File: src/rtl/banked_mem_pkg.sv
// Shared helpers for banked_mem: address split functions, legal read latencies
// and the power-of-two check used at elaboration.
package banked_mem_pkg;

  localparam int READ_LAT_MIN = 1;
  localparam int READ_LAT_MAX = 2;

  function automatic bit is_pow2(input int n);
    return (n > 0) && ((n & (n - 1)) == 0);
  endfunction

  function automatic int unsigned bank_idx(input int unsigned addr, input int addr_w,
                                           input int num_banks);
    int bw;
    bw = $clog2(num_banks);
    if (bw == 0) return 0;
    return addr >> (addr_w - bw);
  endfunction

  function automatic int unsigned sub_addr(input int unsigned addr, input int addr_w,
                                           input int num_banks);
    int bw;
    bw = $clog2(num_banks);
    return addr & ((32'd1 << (addr_w - bw)) - 32'd1);
  endfunction

endpackage

File: src/rtl/mem_bank.sv
// One single-port bank: unreset storage plus a read output register that
// only moves on its own ren, so idle banks hold their last read.
module mem_bank #(
  parameter int DATA_W = 8,
  parameter int AW     = 3,
  parameter int DEPTH  = 8
) (
  input  logic              clk,
  input  logic              rst,
  input  logic              wen,
  input  logic              ren,
  input  logic [AW-1:0]     addr,
  input  logic [DATA_W-1:0] wdata,
  output logic [DATA_W-1:0] rdata
);

  logic [DATA_W-1:0] mem [DEPTH];

  always_ff @(posedge clk) begin
    if (wen) mem[addr] <= wdata;
  end

  // Read-first: the register captures the pre-write word on a collision.
  always_ff @(posedge clk) begin
    if (rst)      rdata <= '0;
    else if (ren) rdata <= mem[addr];
  end

endmodule

File: src/rtl/banked_mem.sv
// Multi-bank single-port memory with fixed READ_LAT read path and rvalid strobe.
// Optional write-first collision bypass: BANKED_MEM_WR_BYPASS_EN.
module banked_mem
  import banked_mem_pkg::*;
#(
  parameter int DATA_W    = 8,
  parameter int ADDR_W    = 4,
  parameter int NUM_BANKS = 2,
  parameter int READ_LAT  = 1
) (
  input  logic              clk,
  input  logic              rst,
  input  logic [ADDR_W-1:0] addr,
  input  logic [DATA_W-1:0] wdata,
  input  logic              wen,
  input  logic              ren,
  output logic [DATA_W-1:0] rdata,
  output logic              rvalid
);

  localparam int BANK_W = $clog2(NUM_BANKS);
  localparam int BIDX_W = (BANK_W > 0) ? BANK_W : 1;
  localparam int SUB_W  = ADDR_W - BANK_W;
  localparam int SUB_AW = (SUB_W > 0) ? SUB_W : 1;

  if (!is_pow2(NUM_BANKS)) begin : g_bad_banks
    $error("banked_mem: NUM_BANKS must be a power of two");
  end
  if (READ_LAT < READ_LAT_MIN || READ_LAT > READ_LAT_MAX) begin : g_bad_lat
    $error("banked_mem: READ_LAT must be 1 or 2");
  end

  logic [BIDX_W-1:0]                  bidx, bsel_q;
  logic [SUB_AW-1:0]                  saddr;
  logic [NUM_BANKS-1:0]               bank_wen, bank_ren;
  logic [NUM_BANKS-1:0][DATA_W-1:0]   bank_rdata;
  logic [READ_LAT:1]                  vld_pipe;
  logic [DATA_W-1:0]                  rd_mux;

  assign bidx  = BIDX_W'(bank_idx(32'(addr), ADDR_W, NUM_BANKS));
  assign saddr = SUB_AW'(sub_addr(32'(addr), ADDR_W, NUM_BANKS));

  // Reset masks both strobes so a coincident access never reaches a bank.
  always_comb begin
    bank_wen = '0;
    bank_ren = '0;
    if (!rst) begin
      bank_wen[bidx] = wen;
      bank_ren[bidx] = ren;
    end
  end

  for (genvar b = 0; b < NUM_BANKS; b++) begin : g_bank
    mem_bank #(
      .DATA_W (DATA_W),
      .AW     (SUB_AW),
      .DEPTH  (2 ** SUB_W)
    ) u_bank (
      .clk   (clk),
      .rst   (rst),
      .wen   (bank_wen[b]),
      .ren   (bank_ren[b]),
      .addr  (saddr),
      .wdata (wdata),
      .rdata (bank_rdata[b])
    );
  end

  always_ff @(posedge clk) begin
    if (rst) begin
      vld_pipe <= '0;
      bsel_q   <= '0;
    end else begin
      vld_pipe[1] <= ren;
      for (int s = 2; s <= READ_LAT; s++) vld_pipe[s] <= vld_pipe[s-1];
      if (ren) bsel_q <= bidx;
    end
  end

`ifdef BANKED_MEM_WR_BYPASS_EN
  // Shared addr means any wen&ren pair is a same-address collision.
  logic              byp_hit_q;
  logic [DATA_W-1:0] byp_data_q;

  always_ff @(posedge clk) begin
    if (rst) begin
      byp_hit_q  <= 1'b0;
      byp_data_q <= '0;
    end else if (ren) begin
      byp_hit_q  <= wen;
      byp_data_q <= wdata;
    end
  end

  assign rd_mux = byp_hit_q ? byp_data_q : bank_rdata[bsel_q];
`else
  assign rd_mux = bank_rdata[bsel_q];
`endif

  if (READ_LAT == 2) begin : g_out_reg
    logic [DATA_W-1:0] rdata_q;
    always_ff @(posedge clk) begin
      if (rst)              rdata_q <= '0;
      else if (vld_pipe[1]) rdata_q <= rd_mux;
    end
    assign rdata = rdata_q;
  end else begin : g_out_comb
    assign rdata = rd_mux;
  end

  assign rvalid = vld_pipe[READ_LAT];

endmodule

File: config.mk
export PLATFORM = sky130hd
export DESIGN_NAME = banked_mem
export DESIGN_NICKNAME = d
export VERILOG_FILES = /design/src/rtl/banked_mem_pkg.sv /design/src/rtl/mem_bank.sv /design/src/rtl/banked_mem.sv
export SDC_FILE = /design/constraint.sdc
export NUM_CORES = 1
export LEC_CHECK = 0
export ABC_CLOCK_PERIOD_IN_PS = 2990
export CAP_MARGIN = 15
export CORE_MARGIN = 3
export CORE_UTILIZATION = 59
export DETAILED_ROUTE_END_ITERATION = 10
export PLACE_DENSITY = 0.78
export SYNTH_ARGS = -nofsm -noshare
export SYNTH_HDL_FRONTEND = slang
export SYNTH_SLANG_ARGS = --single-unit
File: constraint.sdc
create_clock -name clk -period 2.99 [get_ports clk]
set_clock_uncertainty 0.2 [all_clocks]
set_input_delay 0.4485 -clock clk [delete_from_list [all_inputs] [get_ports clk]]
set_output_delay 0.4485 -clock clk [all_outputs]
set_load 0.02 [all_outputs]
### Word level (Yosys, flattened, before mapping)

Memory sizes are Yosys's and may differ from the RTL's. A register that Yosys moved wholly into a read port is not among the register bits.
Index checks and enable logic that the tools add are counted.
W data, S select, Z words.

* bitwise logic cells: 2
* mux-type cells: 10
* order comparisons: 3
* reduce and logical (&&, ||, !) cells: 1

Operators with widths (count)
* $mux W8: 2
* $mux W1: 5
* $and A2 B2 Y2: 2
* $lt A1 B2 Y1 const B: 2
* $mux W2: 2
* $demux W1 S1: 1
* $ge A1 B1 Y1 const B: 1
* $logic_and A1 B1 Y1: 1

* input bits: 16
* RAM bits: 128
* logic and storage cells: 20
* flip-flop bits (word level): 2
* memories: 2
* output and inout bits: 9

Memories
* g_bank[0].u_bank.mem: words 8, width 8, rd ports 1, clocked after memory_dff 1, wr ports 1, line mem_bank.sv:17 `logic [DATA_W-1:0] mem [DEPTH];`
* g_bank[1].u_bank.mem: words 8, width 8, rd ports 1, clocked after memory_dff 1, wr ports 1, line mem_bank.sv:17

### Logic depth before layout (Yosys ltp)

Gate-level depths: netlist of run 1.

* depth after elaboration: 8
* depth in mapped cells: 7
* depth with buffers taken out: 4

### By module

From an unflattened synthesis of run 1, not the netlist that was laid out.

* cells, all modules: 374
* area total of the unflattened synthesis: 5835.6 µm²

By module, submodules not included
* mem_bank: cells an instance 178, sequential area each 2082.0 µm², area each 2806.4 µm², times used 2
* banked_mem: cells an instance 18, sequential area each 40.0 µm², area each 222.7 µm², times used 1

### Worst setup path before layout of run 1

OpenSTA, ideal clock, no wires.

* path kind: in2reg
* start point: input addr[2]
* end point: memory g_bank[0].u_bank.mem[0][0], enable pin
* library setup time: 0.395 ns
* cell stages on the path: 6
* path slack: 0.330 ns
* arrival time: 2.065 ns
* path buffers: 5
* required time: 2.395 ns
* path through: buf_4 > buf_6 > buf_6 > buf_2 > buf_2 > nor4_1

RTL lines
* start: declaration: line banked_mem.sv:13 `input logic [ADDR_W-1:0] addr,`
* end: declaration: line mem_bank.sv:17

Straight into the memory's write port.

### Final worst setup path of run 1

* start point: register bsel_q
* end point: output rdata[2]

* cells in the longest elaborated chain, start to end: 2

RTL lines
* start: declaration: line banked_mem.sv:33 `logic [BIDX_W-1:0] bidx, bsel_q;`
* start signal: assignment: line banked_mem.sv:76 `if (ren) bsel_q <= bidx;`
* $mux W8 (not written as such) (2 in a row): line banked_mem.sv:97 `assign rd_mux = bank_rdata[bsel_q];`
* end: declaration: line banked_mem.sv:17 `output logic [DATA_W-1:0] rdata,`

No other way between the ends. The select of a mux whose other input is x is not followed.

==> results of run 1 <==
## synthesized netlist by cell type (all sizes together) (4+ instances only)
cell / instances
edfxtp: 128
nor2: 27
mux2: 22
a22oi: 20
buf: 18
dfxtp: 18
mux2i: 18
a21oi: 15
a22o: 15
or2: 15
a311oi: 11
nand2: 9
clkbuf: 7
nor2b: 5
a211oi: 4
a221oi: 4
a32oi: 4
and2b: 4
## logic make-up after synthesis
| kind of cell | Yosys count | synth area share |
|---|---|---|
| compound gates | 81 | 0.114 |
| buf+inv | 26 | 0.0285 |
| flops | 146 | 0.720 |
| mux | 40 | 0.0732 |
| simple gates | 73 | 0.0643 |
## cell type report
class                   count  share of cell area
well taps                 129              0.0236
repair buffers             51              0.0632
clock inverters            15              0.0241
clock buffers              17              0.0604
inverters                   1            0.000548
multi-input cells         194               0.215
flip-flops and latches    146               0.613
## stage by stage
step	power, mW	cell area [um2]	util	hold slack [ns]	worst slack, ns
final	4.61	6850	0.728	0.310	0.293
after global routing	4.75	6850	0.728	0.327	0.223
after CTS	4.63	6850	0.728	0.304	0.263
after detailed placement	2.60	6270	0.666	0.295	0.395
after global placement	2.59	6270	0.666	0.291	0.439
after floorplan	2.48	5840	-	0.273	0.330
## sequential cells by signal, summed over array words and instances, names as in the netlist
signal               count
rvalid                   1
g_bank.u_bank.mem      128
g_bank.u_bank.rdata     16
bsel_q                   1
## worst min path at each step
stage / from / end / cells past startpoint
2_1_floorplan: g_bank[1].u_bank.rdata[2] / g_bank[1].u_bank.rdata[2] / 2
3_3_place_gp: g_bank[0].u_bank.rdata[4] / g_bank[0].u_bank.rdata[4] / 2
3_5_place_dp: g_bank[0].u_bank.rdata[4] / g_bank[0].u_bank.rdata[4] / 2
4_1_cts: g_bank[0].u_bank.rdata[4] / g_bank[0].u_bank.rdata[4] / 2
5_1_grt: g_bank[0].u_bank.rdata[4] / g_bank[0].u_bank.rdata[4] / 2
6_report: g_bank[0].u_bank.rdata[4] / g_bank[0].u_bank.rdata[4] / 2
## report_power, final
part	switching, mW	total (mW)	internal, mW
clock	0.902	2.05	1.15
combinational	0.173	0.290	0.118
sequential	0.0178	2.27	2.25
total	1.09	4.61	3.52
## routing by layer
metal / GRT usage / vias up / routed length, um
li1: - / 1537 / -
met2: 0.384 / 164 / 6200
met3: 0.0570 / 18 / 1140
met4: 0.0703 / 0 / 192
met5: 0 / - / 0
met1: 0.337 / 1669 / 5190
## worst reg2reg max path, delay by kind of cell (launching register included)
kind	cells	cell delay (ns)
AOI/OAI and AO/OA	3	0.54
DFF	1	0.37
muxes	1	0.33
==> run metrics, run 1 <==
wire per inst 23.0 um; fmax 0.371 GHz; sequential cell area 4200 um2; GRT Overall Usage 0.242; core area 9420 um2; DR DRC count 0; Slew @ Worst Pin 0.768 ns; post-DP HPWL 8310 um; CTS max path bufs 2; largest net degree at the start of global routing 34; critical path fanouts, max 9; setup TNS 0 ns; top post-synthesis cells by area edfxtp_1 (66%), dfxtp_1 (6.2%), mux2_2 (3.7%), mux2i_1 (3.1%), a22oi_1 (2.6%); number of fillers in the final layout about 600; final cell count without fillers 553; CP Data Required Time approximately 2.3 ns; CTS sink cnt 146; most common cell after layout, fill and taps aside edfxtp_1; Rows 35; postcts setup bufs 0; period utilization 0.902; layout cell share with drive strength beyond 1 0.219; H-tree levels 4; cell depth of the worst setup path 2; Worst Setup SP bsel_q; WP data arrival 2.05 ns; Reg2Reg Setup Slack 1.44 ns; final hold vios 0; Synth Net Count 382; Worst slew margin 0.486; Ports 25; FF-to-FF path depth 4; Yosys cell types 45; antenna cells 0; flops & latches, synth roughly 150; critical path class flop to output port; DIE AREA 11100 um2; Hold/Removal Path Class flop to flop; CP Capture Point rdata[2]; PortBufs 24; die width around 110 um; sequential fraction of the synthesis area 0.720; worst-path cell chain mux2_2 > clkdlybuf4s50_1; routed via count 3388; Reg clk slew, reported paths around 0.060 ns; Power per Cell Area 673 nW/um2; worst r2r dst g_bank[1].u_bank.rdata[0]; Die H roughly 110 um; worst reg2reg path startpoint g_bank[1].u_bank.mem[7][0]; Mapped Avg Cell Area 16.0 um2; top_reg_cell synth edfxtp_1; async set-reset flop share out of synthesis 0; Worst path max stage delay 0.58 ns; Syn. warnings 0; vias per inst 6.13; global-route wire length before repair 19700 um; highest-delay cell along the critical path dfxtp_1; post-synth top area share 0.658; TritonCTS Buffers 17; CTS resizes 0; Nets 427; most frequent cells in the layout edfxtp_1 (128), buf_4 (27), nor2_1 (26), clkdlybuf4s50_1 (22), a22oi_1 (20); CTS tree yes; CTS Hold Bufs 0; Critical path buffers and inverters 1; P_leak 2.32 nW; Max Cap Viol 0; IR drop worst, VDD 0.000442 V; Initial Util 0.620; status finished clean; Slew Viols, Final 0; vias in the first global route roughly 3.4k; Worst Setup Start Kind flop; EDFF count, synth roughly 130; crit-path leading delay family flip-flops; mapped cell area 5840 um2; CP Capture Type output port; TritonRoute pass-1 iters 4; Synth area leader edfxtp_1; gr ovfl total 0; Final min period between 2 and 3 ns; Skew-Pair Late Insertion Delay between 0.5 and 0.6 ns; multi-input logic area 1470 um2; initial DRC count 325; clock root cell clkbuf_8; initial antenna violation count 0; Final setup viols 0; Routed WL between 10000 and 15000 um; GP Congestion 0.846; area grow syn2layout 17.3%; RSZ-0062 raised after global routing no; Placed Cells 521; Detail Route Antenna Nets 0; synthesized netlist cell count 366
(Power assumes the default switching activity.)
==> inputs of run 2 (changes only) <==
--- a/config.mk
+++ b/config.mk
@@ -13,4 +13,5 @@
 export PLACE_DENSITY = 0.78
 export SYNTH_ARGS = -nofsm -noshare
 export SYNTH_HDL_FRONTEND = slang
+export SYNTH_HIERARCHICAL = 1
 export SYNTH_SLANG_ARGS = --single-unit
==> run 2 against run 1 <==
Total power down 0.70%. Synthesized cell count up 2.2%. Fmax decreased by 0.72%. Register-to-register slack improved by 0.13 ns. Sequential share of layout area increased by 0.49 points. Sequential power about the same. Die area shrank 0.10%. Largest cell class unchanged. Worst hold slack gained 0.064 ns. Global-route usage decreased by 1.0 points. Clock power about the same. Critical path depth unchanged. Non-clock buffer count is 9 lower.
==> run metrics, run 2 <==
Worst slew margin 0.400; DIE AREA 11100 um2; EDFF count, synth ~130; wire per inst approximately 21 um; DR DRC count 0; TritonRoute pass-1 iters 5; Slew Viols, Final 0; largest family of logic cells by synthesized area multiplexers; worst-path cell chain mux2_4 > clkdlybuf4s50_1; async set-reset flop share out of synthesis 0; postcts setup bufs 0; Power per Cell Area approximately 670 nW/um2; core area 9420 um2; Syn. warnings 6; Reg clk slew, reported paths 0.06 ns; Die H 105 um; Detail Route Antenna Nets 0; metal3 WL 916 um; Ports 25; TritonCTS Buffers 17; Mapped Avg Cell Area 15.6 um2; Synth Area in XOR/XNOR 0; biggest regs g_bank.u_bank/mem (128), g_bank.u_bank/rdata (16); routed via count 3219; Compound-Gate Fraction of Synth Area 0.0549; sequential cell area between 4000 and 5000 um2; Synth area leader edfxtp_1; P_leak 2.41 nW; critical path fanouts, max 9; CTS Hold Bufs 0; top_reg_cell synth edfxtp_1; CP Capture Type output port; Routed WL 12000 um; layout cell share with drive strength beyond 1 0.138; highest-delay cell along the critical path dfxtp_1; multi-input logic area ~1500 um2; status finished clean; Hold/Removal Path Class flop to flop; Skew-Pair Late Insertion Delay around 0.52 ns; flops & latches, synth around 150; crit-path leading delay family flip-flops; period utilization 0.909; PortBufs 24; final hold vios 0; fmax 0.368 GHz; clock root cell clkbuf_8; Worst Setup Start Kind flop; critical path class flop to output port; initial DRC count between 300 and 400; antenna cells 0; RSZ-0062 raised after global routing no; hold_ws 0.374 ns; Max Cap Viol 0; Post-Route M1 WL about 5300 um; most common cell after layout, fill and taps aside edfxtp_1; CTS max path bufs 2; final cell count without fillers 558; Initial Util 0.620; post-synth top area share 0.659; simple-gate share of the synthesized area 0.0658; H-tree levels 4; top post-synthesis cells by area edfxtp_1 (66%), mux2i_1 (11%), dfxtp_1 (6.2%), nor2_1 (3.9%), o31a_1 (2.4%); WP data arrival roughly 2.1 ns; CTS sink cnt 146; Critical path buffers and inverters 1; synthesized netlist cell count 374; CP Data Required Time approximately 2.3 ns; GP Congestion 0.841; CTS tree yes; Final setup viols 0; Worst path max stage delay 0.65 ns; die width between 100 and 150 um; post-DP HPWL between 7000 and 8000 um; routed wl met2 5600 um; top-count cell post-synth edfxtp_1; Slew @ Worst Pin 0.900 ns; IR drop worst, VDD 0.000567 V; Reg with most FFs g_bank.u_bank/mem; global-route wire length before repair 18900 um; Placed Cells roughly 530; CTS resizes 0; Final min period 2.72 ns; post-synthesis mux area share 0.132; area grow syn2layout 16.5%; vias per inst 5.77; GRT Overall Usage 0.232; largest net degree at the start of global routing 55; gr ovfl total 0; Synth Net Count 390; number of fillers in the final layout 590; mapped cell area slightly below 6000 um2; initial antenna violation count 0; Yosys cell types 23; setup TNS 0 ns; most frequent cells in the layout edfxtp_1 (128), mux2i_1 (65), nor2_1 (61), clkdlybuf4s50_1 (23), buf_4 (19); max reg flops 128; DR top layer met4; sequential fraction of the synthesis area 0.720; commonest cells in the netlist edfxtp_1 (128), mux2i_1 (65), nor2_1 (61), dfxtp_1 (18); vias in the first global route 3317; Nets 432; Post-Synth Adder-Cell Area 0; Rows 35
==> run 2: worst paths after layout <==
path	slack (ns)	to	from	cells past startpoint
max reg2reg	1.57	g_bank[0].u_bank/rdata[3]	g_bank[0].u_bank/mem[5][3]	3
min reg2reg	0.37	g_bank[1].u_bank/rdata[6]	g_bank[1].u_bank/rdata[6]	3
max	0.27	rdata[3]	bsel_q	2
min	0.37	g_bank[1].u_bank/rdata[6]	g_bank[1].u_bank/rdata[6]	3
==> run 2: metal layers <==
| layer | global-route usage | up-vias |
|---|---|---|
| met4 | 0.0787 | 0 |
| met3 | 0.0570 | 10 |
| met1 | 0.331 | 1576 |
| met5 | 0 | - |
| li1 | - | 1505 |
| met2 | 0.352 | 128 |
==> run 2: cells by family (layout without fill, tap and decap cells) <==
group           Yosys count  after routing
flops                   146            146
buf+inv                  19             74
simple gates             88             88
mux                      73             73
compound gates           48             48
==> run 2: per-stage QoR <==
stage	worst slack (ns)	util	instance area [um2]	total power [mW]
after floorplan	0.987	-	5840	2.46
after global placement	0.538	0.660	6210	2.55
after detailed placement	0.403	0.660	6210	2.56
after CTS	0.258	0.722	6800	4.60
after global routing	0.222	0.722	6800	4.72
final	0.273	0.722	6800	4.58
==> run 2: power by group <==
part	internal [mW]	switching, mW	leakage, nW	total (mW)
registers	2.25	0.0166	1.30	2.27
clock network	1.27	0.789	0.272	2.06
logic	0.102	0.151	0.837	0.253
total	3.62	0.957	2.41	4.58
==> run 2: area by class of cell <==
type / count / share of cell area
timing repair buffer: 42 / 0.0548
clock buffer: 19 / 0.0620
clock inverter: 13 / 0.0241
sequential: 146 / 0.618
multi-input combinational: 209 / 0.217
tap: 129 / 0.0237
==> run 2: worst register-to-register path, cell delays in order (launching register included) <==
cell      delay, ns
edfxtp_1       0.38
mux2i_1        0.28
o22ai_1        0.14
o31a_1         0.31
==> inputs of run 3 (changes only) <==
--- a/config.mk
+++ b/config.mk
@@ -10,7 +10,9 @@
 export CORE_MARGIN = 3
 export CORE_UTILIZATION = 59
 export DETAILED_ROUTE_END_ITERATION = 10
+export GPL_TIMING_DRIVEN = 0
 export PLACE_DENSITY = 0.78
+export SETUP_SLACK_MARGIN = 0.1
 export SYNTH_ARGS = -nofsm -noshare
 export SYNTH_HDL_FRONTEND = slang
 export SYNTH_HIERARCHICAL = 1
==> run 3 against run 2 <==
Die area unchanged. Via count increased by 5.1%. First-iteration DRC count decreased by 6.4%. Worst hold slack got worse by 0.026 ns. Flip-flop and latch count unchanged. Cell area increased by 0.55%. Critical path depth increased by 1. Clock power about the same. Largest cell class unchanged. Largest power group unchanged.
==> run metrics, run 3 (synthesis results as in run 2) <==
status finished clean; CTS Hold Bufs 0; layout cell share with drive strength beyond 1 0.132; Power per Cell Area 674 nW/um2; Reg2Reg Setup Slack 1.59 ns; area grow syn2layout 17.2%; Worst Setup Start Kind flop; initial DRC count 336; worst r2r dst g_bank[1].u_bank/rdata[0]; CP Data Required Time ~2.3 ns; multi-input logic area 1480 um2; fin util 0.726; gr ovfl total 0; Most Crowded Layer GR met2; die width 105 um; P_leak 2.42 nW; GP Congestion 0.880; CTS max path bufs 2; CTS resizes 0; Slew Viols, Final 0; post-DP HPWL 7780 um; WP data arrival between 1.5 and 2 ns; Nets roughly 440; routed via count 3384; Ports 25; global-route wire length before repair 19300 um; Final setup viols 0; Detail Route Antenna Nets 0; Max Cap Viol 0; worst reg2reg path startpoint g_bank[1].u_bank/mem[4][0]; Rows 35; Final min period 2.53 ns; met1 usage 0.321; FF-to-FF path depth 3; RSZ-0062 raised after global routing no; M2 GR Usage 0.361; final hold vios 0; TritonRoute pass-1 iters 5; max reg flops 128; Power Total 4.61 mW; antenna cells 0; critical path class flop to output port; setup TNS 0 ns; Die H 105 um; PortBufs 23; CP Capture Type output port; Hold/Removal Path Class primary input to flop; wire per inst between 20 and 25 um; vias per inst a little over 6; Reg clk slew, reported paths approximately 0.06 ns; clock root cell clkbuf_8; Hold Path Stages 4; Placement Cell Area 6230 um2; sequential cell area 4200 um2; TritonCTS Buffers 17; Initial Util 0.620; DIE AREA between 10000 and 15000 um2; WHS Endpoint g_bank[1].u_bank/rdata[7]; core area about 9400 um2; GRT Overall Usage 0.235; largest net degree at the start of global routing 19; Reg with most FFs g_bank.u_bank/mem; CTS sink cnt ~150; DR DRC count 0; most common cell after layout, fill and taps aside edfxtp_1; fmax 0.396 GHz; Skew-Pair Late Insertion Delay roughly 0.51 ns; number of fillers in the final layout roughly 580; hold path start addr[0]; IR drop worst, VDD between 0.0004 and 0.0005 V; Slew @ Worst Pin approximately 1.1 ns; Worst slew margin 0.267; critical path fanouts, max 9; biggest regs g_bank.u_bank/mem (128), g_bank.u_bank/rdata (16); Routed WL 12200 um; period utilization 0.845; CTS tree yes; postcts setup bufs 0; met3 Usage GRT 0.0655; vias in the first global route 3443; initial antenna violation count 0; H-tree levels 4; most frequent cells in the layout edfxtp_1 (128), mux2i_1 (65), nor2_1 (61), clkdlybuf4s50_1 (23), dfxtp_1 (18); Design Area, Final 6840 um2; hold_ws ~0.35 ns
-- run 3: changes by cell type in the layout (fill, tap and decap cells not counted), sizes merged --
cell / change
buf: -1
clkinvlp: -2
clkinv: -2
clkbuf: +8
-- run 3: worst max-delay path by stage --
stage	from	end	slack, ns	depth (start not counted)
6_report	bsel_q	rdata[1]	0.46	3
3_5_place_dp	rst	g_bank[0].u_bank/mem[0][0]	-0.11	4
2_1_floorplan	addr[3]	g_bank[0].u_bank/mem[0][0]	0.99	3
3_3_place_gp	rst	g_bank[0].u_bank/mem[0][5]	0.007	4
4_1_cts	rst	g_bank[0].u_bank/mem[0][0]	0.34	4
5_1_grt	bsel_q	rdata[1]	0.41	3
-- run 3: per-layer routing --
layer,up-vias,routed length [um]
met5,-,0
met4,0,329
met3,28,919
met2,156,5850
met1,1698,5110
li1,1502,-
-- run 3: per-stage QoR --
stage          instances  setup slack, ns
5_1_grt              561            0.406
4_1_cts              558            0.344
6_report             561            0.464
3_5_place_dp         526           -0.106
3_3_place_gp         526          0.00724
2_1_floorplan        374            0.987
-- run 3: area by class of cell --
class	instances	share of cell area
sequential	146	0.615
clock inverter	9	0.0194
multi-input combinational	209	0.216
timing repair buffer	26	0.0366
tap	129	0.0236
buffer	19	0.0229
clock buffer	23	0.0668
-- run 3: report_power, final --
| part | internal (mW) | leakage, nW | total [mW] | switching (mW) |
|---|---|---|---|---|
| clock | 1.32 | 0.283 | 2.07 | 0.755 |
| combinational | 0.112 | 0.834 | 0.276 | 0.164 |
| sequential | 2.25 | 1.30 | 2.26 | 0.0119 |
| total | 3.68 | 2.42 | 4.61 | 0.931 |
-- run 3: worst max-delay path, stage by stage (launching register included) --
cell             delay, ns
dfxtp_1               0.34
buf_6                 0.17
mux2_4                0.32
clkdlybuf4s50_1       0.55
